[src/rtl/fetch_unit.sv]
// Instruction fetch unit: sequential PC generation, single outstanding memory
// request, one-entry skid buffer ahead of a registered decode slot, and
// redirect handling that drains an in-flight response before refetching.
module fetch_unit #(
    parameter logic [31:0] RESET_PC = 32'h0000_8000,
    parameter int unsigned PC_STEP  = 4
) (
    input  logic        clk,
    input  logic        reset,
    input  logic [31:0] next_pc,
    input  logic        redirect,
    input  logic        stall,
    output logic        imem_req,
    output logic [31:0] imem_addr,
    input  logic        imem_ack,
    input  logic [31:0] imem_rdata,
    output logic        instr_valid,
    output logic [31:0] instr,
    output logic [31:0] pc_out
);

    localparam int unsigned ADDR_W = 32;
    localparam int unsigned DATA_W = 32;

    typedef enum logic [1:0] {
        S_IDLE,
        S_REQ,
        S_HOLD,
        S_DROP
    } state_t;

    state_t              state, state_n;
    logic [ADDR_W-1:0]   pc, pc_n;
    logic [ADDR_W-1:0]   tgt, tgt_n;
    logic                skid_valid, skid_valid_n;
    logic [DATA_W-1:0]   skid_instr, skid_instr_n;
    logic [ADDR_W-1:0]   skid_pc, skid_pc_n;
    logic                instr_valid_n;
    logic [DATA_W-1:0]   instr_n;
    logic [ADDR_W-1:0]   pc_out_n;

    logic                slot_free;
    logic [ADDR_W-1:0]   redirect_pc;
    logic [ADDR_W-1:0]   pc_inc;

    assign slot_free   = !instr_valid || !stall;
    assign redirect_pc = next_pc & ~ADDR_W'(3);
    assign pc_inc      = pc + ADDR_W'(PC_STEP);

    // Memory request is decoded from state; address is the outstanding pc.
    assign imem_req  = (state == S_REQ) || (state == S_DROP);
    assign imem_addr = pc;

    // State and datapath registers.
    always_ff @(posedge clk or negedge reset) begin
        if (!reset) begin
            state       <= S_IDLE;
            pc          <= RESET_PC;
            tgt         <= '0;
            skid_valid  <= 1'b0;
            skid_instr  <= '0;
            skid_pc     <= '0;
            instr_valid <= 1'b0;
            instr       <= '0;
            pc_out      <= '0;
        end else begin
            state       <= state_n;
            pc          <= pc_n;
            tgt         <= tgt_n;
            skid_valid  <= skid_valid_n;
            skid_instr  <= skid_instr_n;
            skid_pc     <= skid_pc_n;
            instr_valid <= instr_valid_n;
            instr       <= instr_n;
            pc_out      <= pc_out_n;
        end
    end

    // Next-state and datapath update.
    always_comb begin
        state_n       = state;
        pc_n          = pc;
        tgt_n         = tgt;
        skid_valid_n  = skid_valid;
        skid_instr_n  = skid_instr;
        skid_pc_n     = skid_pc;
        instr_valid_n = instr_valid;
        instr_n       = instr;
        pc_out_n      = pc_out;

        // Decode takes the slot whenever it is not stalled.
        if (instr_valid && !stall) begin
            instr_valid_n = 1'b0;
        end

        unique case (state)
            S_IDLE: begin
                state_n = S_REQ;
                if (redirect) begin
                    pc_n = redirect_pc;
                end
            end
            S_REQ: begin
                if (redirect) begin
                    if (imem_ack) begin
                        pc_n    = redirect_pc;
                        state_n = S_REQ;
                    end else begin
                        tgt_n   = redirect_pc;
                        state_n = S_DROP;
                    end
                end else if (imem_ack) begin
                    pc_n = pc_inc;
                    if (slot_free) begin
                        instr_valid_n = 1'b1;
                        instr_n       = imem_rdata;
                        pc_out_n      = pc;
                    end else begin
                        skid_valid_n = 1'b1;
                        skid_instr_n = imem_rdata;
                        skid_pc_n    = pc;
                        state_n      = S_HOLD;
                    end
                end
            end
            S_HOLD: begin
                if (redirect) begin
                    pc_n    = redirect_pc;
                    state_n = S_REQ;
                end else if (slot_free) begin
                    instr_valid_n = 1'b1;
                    instr_n       = skid_instr;
                    pc_out_n      = skid_pc;
                    skid_valid_n  = 1'b0;
                    state_n       = S_REQ;
                end
            end
            S_DROP: begin
                if (imem_ack) begin
                    pc_n    = redirect ? redirect_pc : tgt;
                    state_n = S_REQ;
                end else if (redirect) begin
                    tgt_n = redirect_pc;
                end
            end
            default: begin
                state_n = S_IDLE;
            end
        endcase

        // A redirect flushes everything already fetched.
        if (redirect) begin
            instr_valid_n = 1'b0;
            skid_valid_n  = 1'b0;
        end
    end

endmodule

[config.mk]
export PLATFORM = sky130hd
export DESIGN_NAME = fetch_unit
export DESIGN_NICKNAME = d
export VERILOG_FILES = /design/src/rtl/fetch_unit.sv
export SDC_FILE = /design/constraint.sdc
export NUM_CORES = 1
export LEC_CHECK = 0
export ABC_AREA = 1
export CAP_MARGIN = 5
export CORE_MARGIN = 3
export CORE_UTILIZATION = 35
export CTS_CLUSTER_DIAMETER = 120
export CTS_CLUSTER_SIZE = 14
export DETAILED_ROUTE_END_ITERATION = 10
export PLACE_DENSITY = 0.54
export SYNTH_ARGS = -nofsm -noshare
export SYNTH_HDL_FRONTEND = slang
export SYNTH_SLANG_ARGS = --single-unit
[constraint.sdc]
create_clock -name clk -period 3.47 [get_ports clk]
set_clock_uncertainty 0.1 [all_clocks]
set_input_delay 0.5205 -clock clk [delete_from_list [all_inputs] [get_ports clk]]
set_output_delay 0.5205 -clock clk [all_outputs]
set_load 0.01 [all_outputs]
# After elaboration in Yosys (flattened, before gate mapping)
# Index checks and enable logic that the tools add are counted.
word_totals:
  output_inout_bits: 98
  register_bits: 195
classes:
  n_eq_ne: 16
  addsub: 1
  bitwise_logic: 2
  reduce_logical: 14
  muxes: 36
op_table:
  columns: ["cell", "n"]
  rows:
  - ["two-way mux 32 bit", 19]
  - ["one-hot mux 32 bit (2 select lines)", 3]
  - ["one-hot mux 32 bit (3 select lines)", 1]
  - ["adder 32 x 3 -> 32 bit (second input constant)", 1]
  - ["!= test 2 bit (second input constant)", 9]
  - ["two-way mux 2 bit", 7]
  - ["AND reduction 4 bit", 3]
  - ["!= test 3 bit (second input constant)", 3]
  - ["one-hot mux 2 bit (4 select lines)", 1]
  - ["AND reduction 6 bit", 1]
  - ["== test 2 bit (second input constant)", 2]
  - ["two-way mux 1 bit", 4]
  - ["nonzero test 2 bit", 2]
  - ["AND reduction 3 bit", 1]
  - ["== test 2 x 1 -> 1 bit (second input constant)", 1]
  - ["logical NOT 1 bit", 2]
  - ["logical NOT 2 bit", 1]
  - ["logical OR 1 bit", 2]
  - ["!= test 2 x 1 -> 1 bit (second input constant)", 1]
  - ["NOT 1 bit", 2]
  - ["one-hot mux 1 bit (2 select lines)", 1]
  - ["OR reduction 2 bit", 1]
  - ["logical AND 1 bit", 1]

# Depth between registers and ports, before layout
depth:
  word_depth: 7
  ltp_mapped: 13

# Worst setup path after synthesis
# Ideal clock, no wire load.
synth_path:
  path_kind: "reg-to-reg"
  from: "reg state[0]"
  to: "reg tgt[10]"
  t_arrival_ps: 1668
  required_ps: 3245
  setup_slack_ps: 1577
  n_path_buf: 2
  path_stages_with_launch: 10
  path_cell_list: "dfrtp_1 > ha_1 > buf_4 > inv_2 > nand2_2 > nand2_2 > inv_2 > nand2_2 > buf_6 > mux2_4"
synth_via:
  elab_chain_cells: 3
  elab_cells_between_ends: 8
  cone_classes: "eq/ne: 5; mux: 1; reduce/logical: 2"
synth_lines:
  columns: ["item", "line", "rtl"]
  rows:
  - ["from (decl)", "32", "state_t state, state_n;"]
  - ["from (signal assigned)", "67", "state <= state_n;"]
  - ["== test 2 bit or == test 2 x 1 -> 1 bit (tied branches)", null, null]
  - ["!= test 2 bit (no source line) or nonzero test 2 bit (tied branches)", null, null]
  - ["AND reduction 4 bit (no source line)", null, null]
  - ["to (signal assigned)", "69", "tgt <= tgt_n;"]
  - ["to (decl)", "34", "logic [ADDR_W-1:0] tgt, tgt_n;"]
# Parallel ways exist; a longest one is shown, timed or not.
# A chain may end at the register's enable or synchronous reset.

# Worst setup path after layout
layout_path:
  from: "reg state[0]"
  to: "out imem_req"
layout_via:
  elab_chain_cells: 2
  elab_cells_between_ends: 3
  cone_classes: "eq/ne: 2; reduce/logical: 1"
layout_lines:
  columns: ["item", "line", "rtl"]
  rows:
  - ["== test 2 x 1 -> 1 bit or == test 2 bit (tied branches)", null, null]
  - ["logical OR 1 bit (*)", "51", "assign imem_req = (state == S_REQ) || (state == S_DROP);"]
  - ["to (decl)", "13", "output logic imem_req,"]
# Mark *: on every way between the ends. The rest lies on a longest branch, timed or not.

==> flow_summary_export.csv <==
group,metric,value,unit
power_and_ir_drop,power_density,890.5,nW/um^2
layout,final_common_cell,"nand2_1",
drt,postRouteAntennaNets,0,
outcome,status,"finished, final reports clean",
drt,wl_per_cell,16.85,um
yosys,netlist_area,9629,um^2
yosys,ys_async_sr_fraction,100.0,%
cts,cts.sinks,195,
setup_path,crit_type,"reg2out",
drt,drc_errors,0,
yosys,synth_seq_cells,195,
cts,cts-root-buf,"clkbuf_16",
drt,via_per_inst,4.999,
yosys,ys_seq_area_share,50.69,%
timing,fin_tns_setup,0,ps
layout,fin_nets,1299,
setup_path,cp_num_buf_inv,2,
timing,finalSetupViolCount,0,
setup_path,worstPathArrival,2210,ps
layout,final_cell_mix,"330 x nand2_1, 194 x dfrtp_1, 163 x clkdlybuf4s50_1",
drt,vias,7888,
layout,areaGrowthSynthToFinish,26.00,%
yosys,synth_xor_area_share,0,%
setup_path,cp_top_family,"buffers and inverters",
drt,finalWirelength,26.59,mm
yosys,yosysWarnings,0,
floorplanning,io_pins,167,
flow_run,maxCapViolations,0,
global_routing,antenna_found_initial,0,
yosys,syn_area_per_cell,8.842,um^2
yosys,syn_inst,1089,
yosys,synth-simple-area-share,21.08,%
yosys,synth_enable_flop_cells,0,
setup_path,cp-start-kind,"register",
layout,layout-drive-gt1-share,11.24,%
timing,hold_viol,0,
yosys,synth_top_family_by_area,"simple AND/OR/NAND/NOR gates",
global_routing,grt_usage,17.91,%
place,dp.final_hpwl,17.80,mm
setup_path,crit_slowest_cell,"clkdlybuf4s50_1",
cts,cts_tree,"yes",
timing,worst_pin_slew,808.3,ps
cts,clkTransAtPathRegs,80,ps
cts,cts_resized,0,
setup_path,cp_slowest_stage_delay,550,ps
floorplanning,core_area,27030,um^2
cts,cts_inserted_buffers,17,
cts,clk-insertion-delay-late,430,ps
drt,drt_first_pass_iters,7,
floorplanning,dieArea,29540,um^2
place,port_buffers,164,
global_routing,grt_max_degree,93,
yosys,synth_cell_types,39,
global_routing,grt_pass1_wl,41.86,mm
cts,clk_path_buf_depth,2,
global_routing,grt_pass1_vias,7382,
layout,post-route-cell-area,12130,um^2
yosys,synth_fp_nets,1164,
timing,slew_viol_final,0,
timing,fin_crit_sh,81.70,%
floorplanning,fp.dieW,171.9,um
yosys,netlist.area_leader.share,50.42,%
yosys,synth_top_flop_cell,"dfrtp_1",
global_routing,gr-total-overflow,0,
timing,max_freq,0.3527,GHz
yosys,synth_compound_area_share,12.88,%
cts,postCtsHoldBufs,0,
timing,maxSlewHeadroom,46.11,%
floorplanning,die_h,171.9,um
setup_path,worstPathMaxFanout,9,
drt,drt_iter0_drc,662,
setup_path,crit_required,2850,ps
cts,htreeDepth,4,
layout,fill_cells,2622,
yosys,yosys-top-cells-area,"dfrtp_1 50%, nand2_1 13%, mux2_4 6.5%, a31oi_1 4.4%, nor2_1 4.3%",
setup_path,critPathCaptureType,"output pin",
yosys,synthMuxAreaShare,8.420,%
yosys,synthAdderAreaFrac,0.7796,%
place,place_area,11540,um^2
floorplanning,placementRows,60,
power_and_ir_drop,p_leak,5.496,nW
yosys,post-synth-top-area-cell,"dfrtp_1",
floorplanning,initial_core_util,35.63,%
place,gp_congestion,0.8109,
worst_hold_path,hp-class,"in2async",
timing,period_minus_slack,2835,ps
timing,rsz0062_at_grt,"false",
cts,post_cts_buffers,0,
setup_path,path_cells,"ha_1, inv_2, nand2_2, clkdlybuf4s50_1",
layout,antennaDiodeCount,0,
power_and_ir_drop,vdd_drop_max,0.4241,mV
[through the flow]
step           worst slack (ps)  utilization, %  hold slack [ps]  power (mW)  instances
6_report                  635.0           44.89            31.70       10.80       1578
5_1_grt                   544.5           44.89            72.33       11.61       1578
4_1_cts                   627.3           44.89            63.88       10.91       1578
3_3_place_gp              880.5           42.69            349.5       8.794       1546
2_1_floorplan              1577               -            124.9       6.758       1089
3_5_place_dp              860.6           42.69            359.8       8.863       1546
[cell families after synthesis]
kind of cell / Yosys count
flip-flops: 195
multiplexers: 58
buffers and inverters: 124
AND/OR/NAND/NOR: 497
adder cells (fa/ha/maj): 6
AO/OA/AOI/OAI: 209
[synthesized netlist by cell type, types with 4 or more instances]
cell / n
o21ai_1: 8
nand2_1: 331
nand3_1: 28
mux2_2: 12
dfrtp_1: 194
buf_2: 22
a21oi_1: 37
a22oi_1: 25
mux2_4: 42
nor2_1: 110
buf_6: 8
nor2_2: 6
a31oi_1: 67
ha_1: 6
mux2_1: 4
o21ai_0: 58
inv_1: 55
clkbuf_1: 21
inv_2: 7
nor2_4: 5
buf_4: 10
nand2_2: 8
[registers in the layout (all words and copies together), names as in the netlist]
name	cells
state	2
tgt	32
instr	32
skid_pc	32
instr_valid	1
imem_addr	32
skid_instr	32
pc_out	32
[power breakdown]
part | total [mW] | switching [mW] | internal, mW | leakage, nW
Clock | 2.01 | 0.950 | 1.06 | 0.288
Combinational | 4.74 | 2.50 | 2.24 | 2.78
Sequential | 4.05 | 0.808 | 3.25 | 2.43
Total | 10.8 | 4.26 | 6.54 | 5.50
[worst register-to-register path, cell delays in order, from the launching register on]
cell and delay (ps):
dfrtp_1 530, ha_1 430, inv_2 110, buf_4 220
nor2_1 150, buf_4 230, inv_1 210, o21ai_1 120
o21ai_0 90, nand2_1 120, nor2_1 60, a22oi_1 130
[final timing paths]
| check | from | to | slack [ps] | cells after the start |
|---|---|---|---|---|
| worst max-delay path | state[0] | imem_req | 630 | 4 |
| min in group clk | tgt[1] | tgt[1] | 390 | 2 |
| worst min register to register | tgt[1] | tgt[1] | 390 | 2 |
| max in group asynchronous | reset | skid_pc[9] | 2410 | 2 |
| worst max register to register | state[0] | state[1] | 890 | 11 |
| worst min-delay path | reset | tgt[1] | 30 | 1 |
[metal layers]
| metal | up-vias | routed length [um] | track usage, % | part of all wire, % |
|---|---|---|---|---|
| met5 | - | 0 | 0 | 0 |
| met4 | 0 | 228 | 3.575 | 0.86 |
| met3 | 18 | 1334 | 2.972 | 5.0 |
| met2 | 215 | 11940 | 27.59 | 45 |
| met1 | 3772 | 13080 | 26.83 | 49 |
| li1 | 3883 | - | - | - |
[layout make-up]
type                       count  area, um^2  area share, %
timing repair buffer         177        1818          14.98
inverter                      63       239.0          1.970
clock buffer                  20       456.7          3.764
sequential                   195        4881          40.23
multi-input combinational    770        4174          34.40
tap                          341       426.7          3.517
clock inverter                12       137.6          1.134
Power figures use the tool's default switching activity.
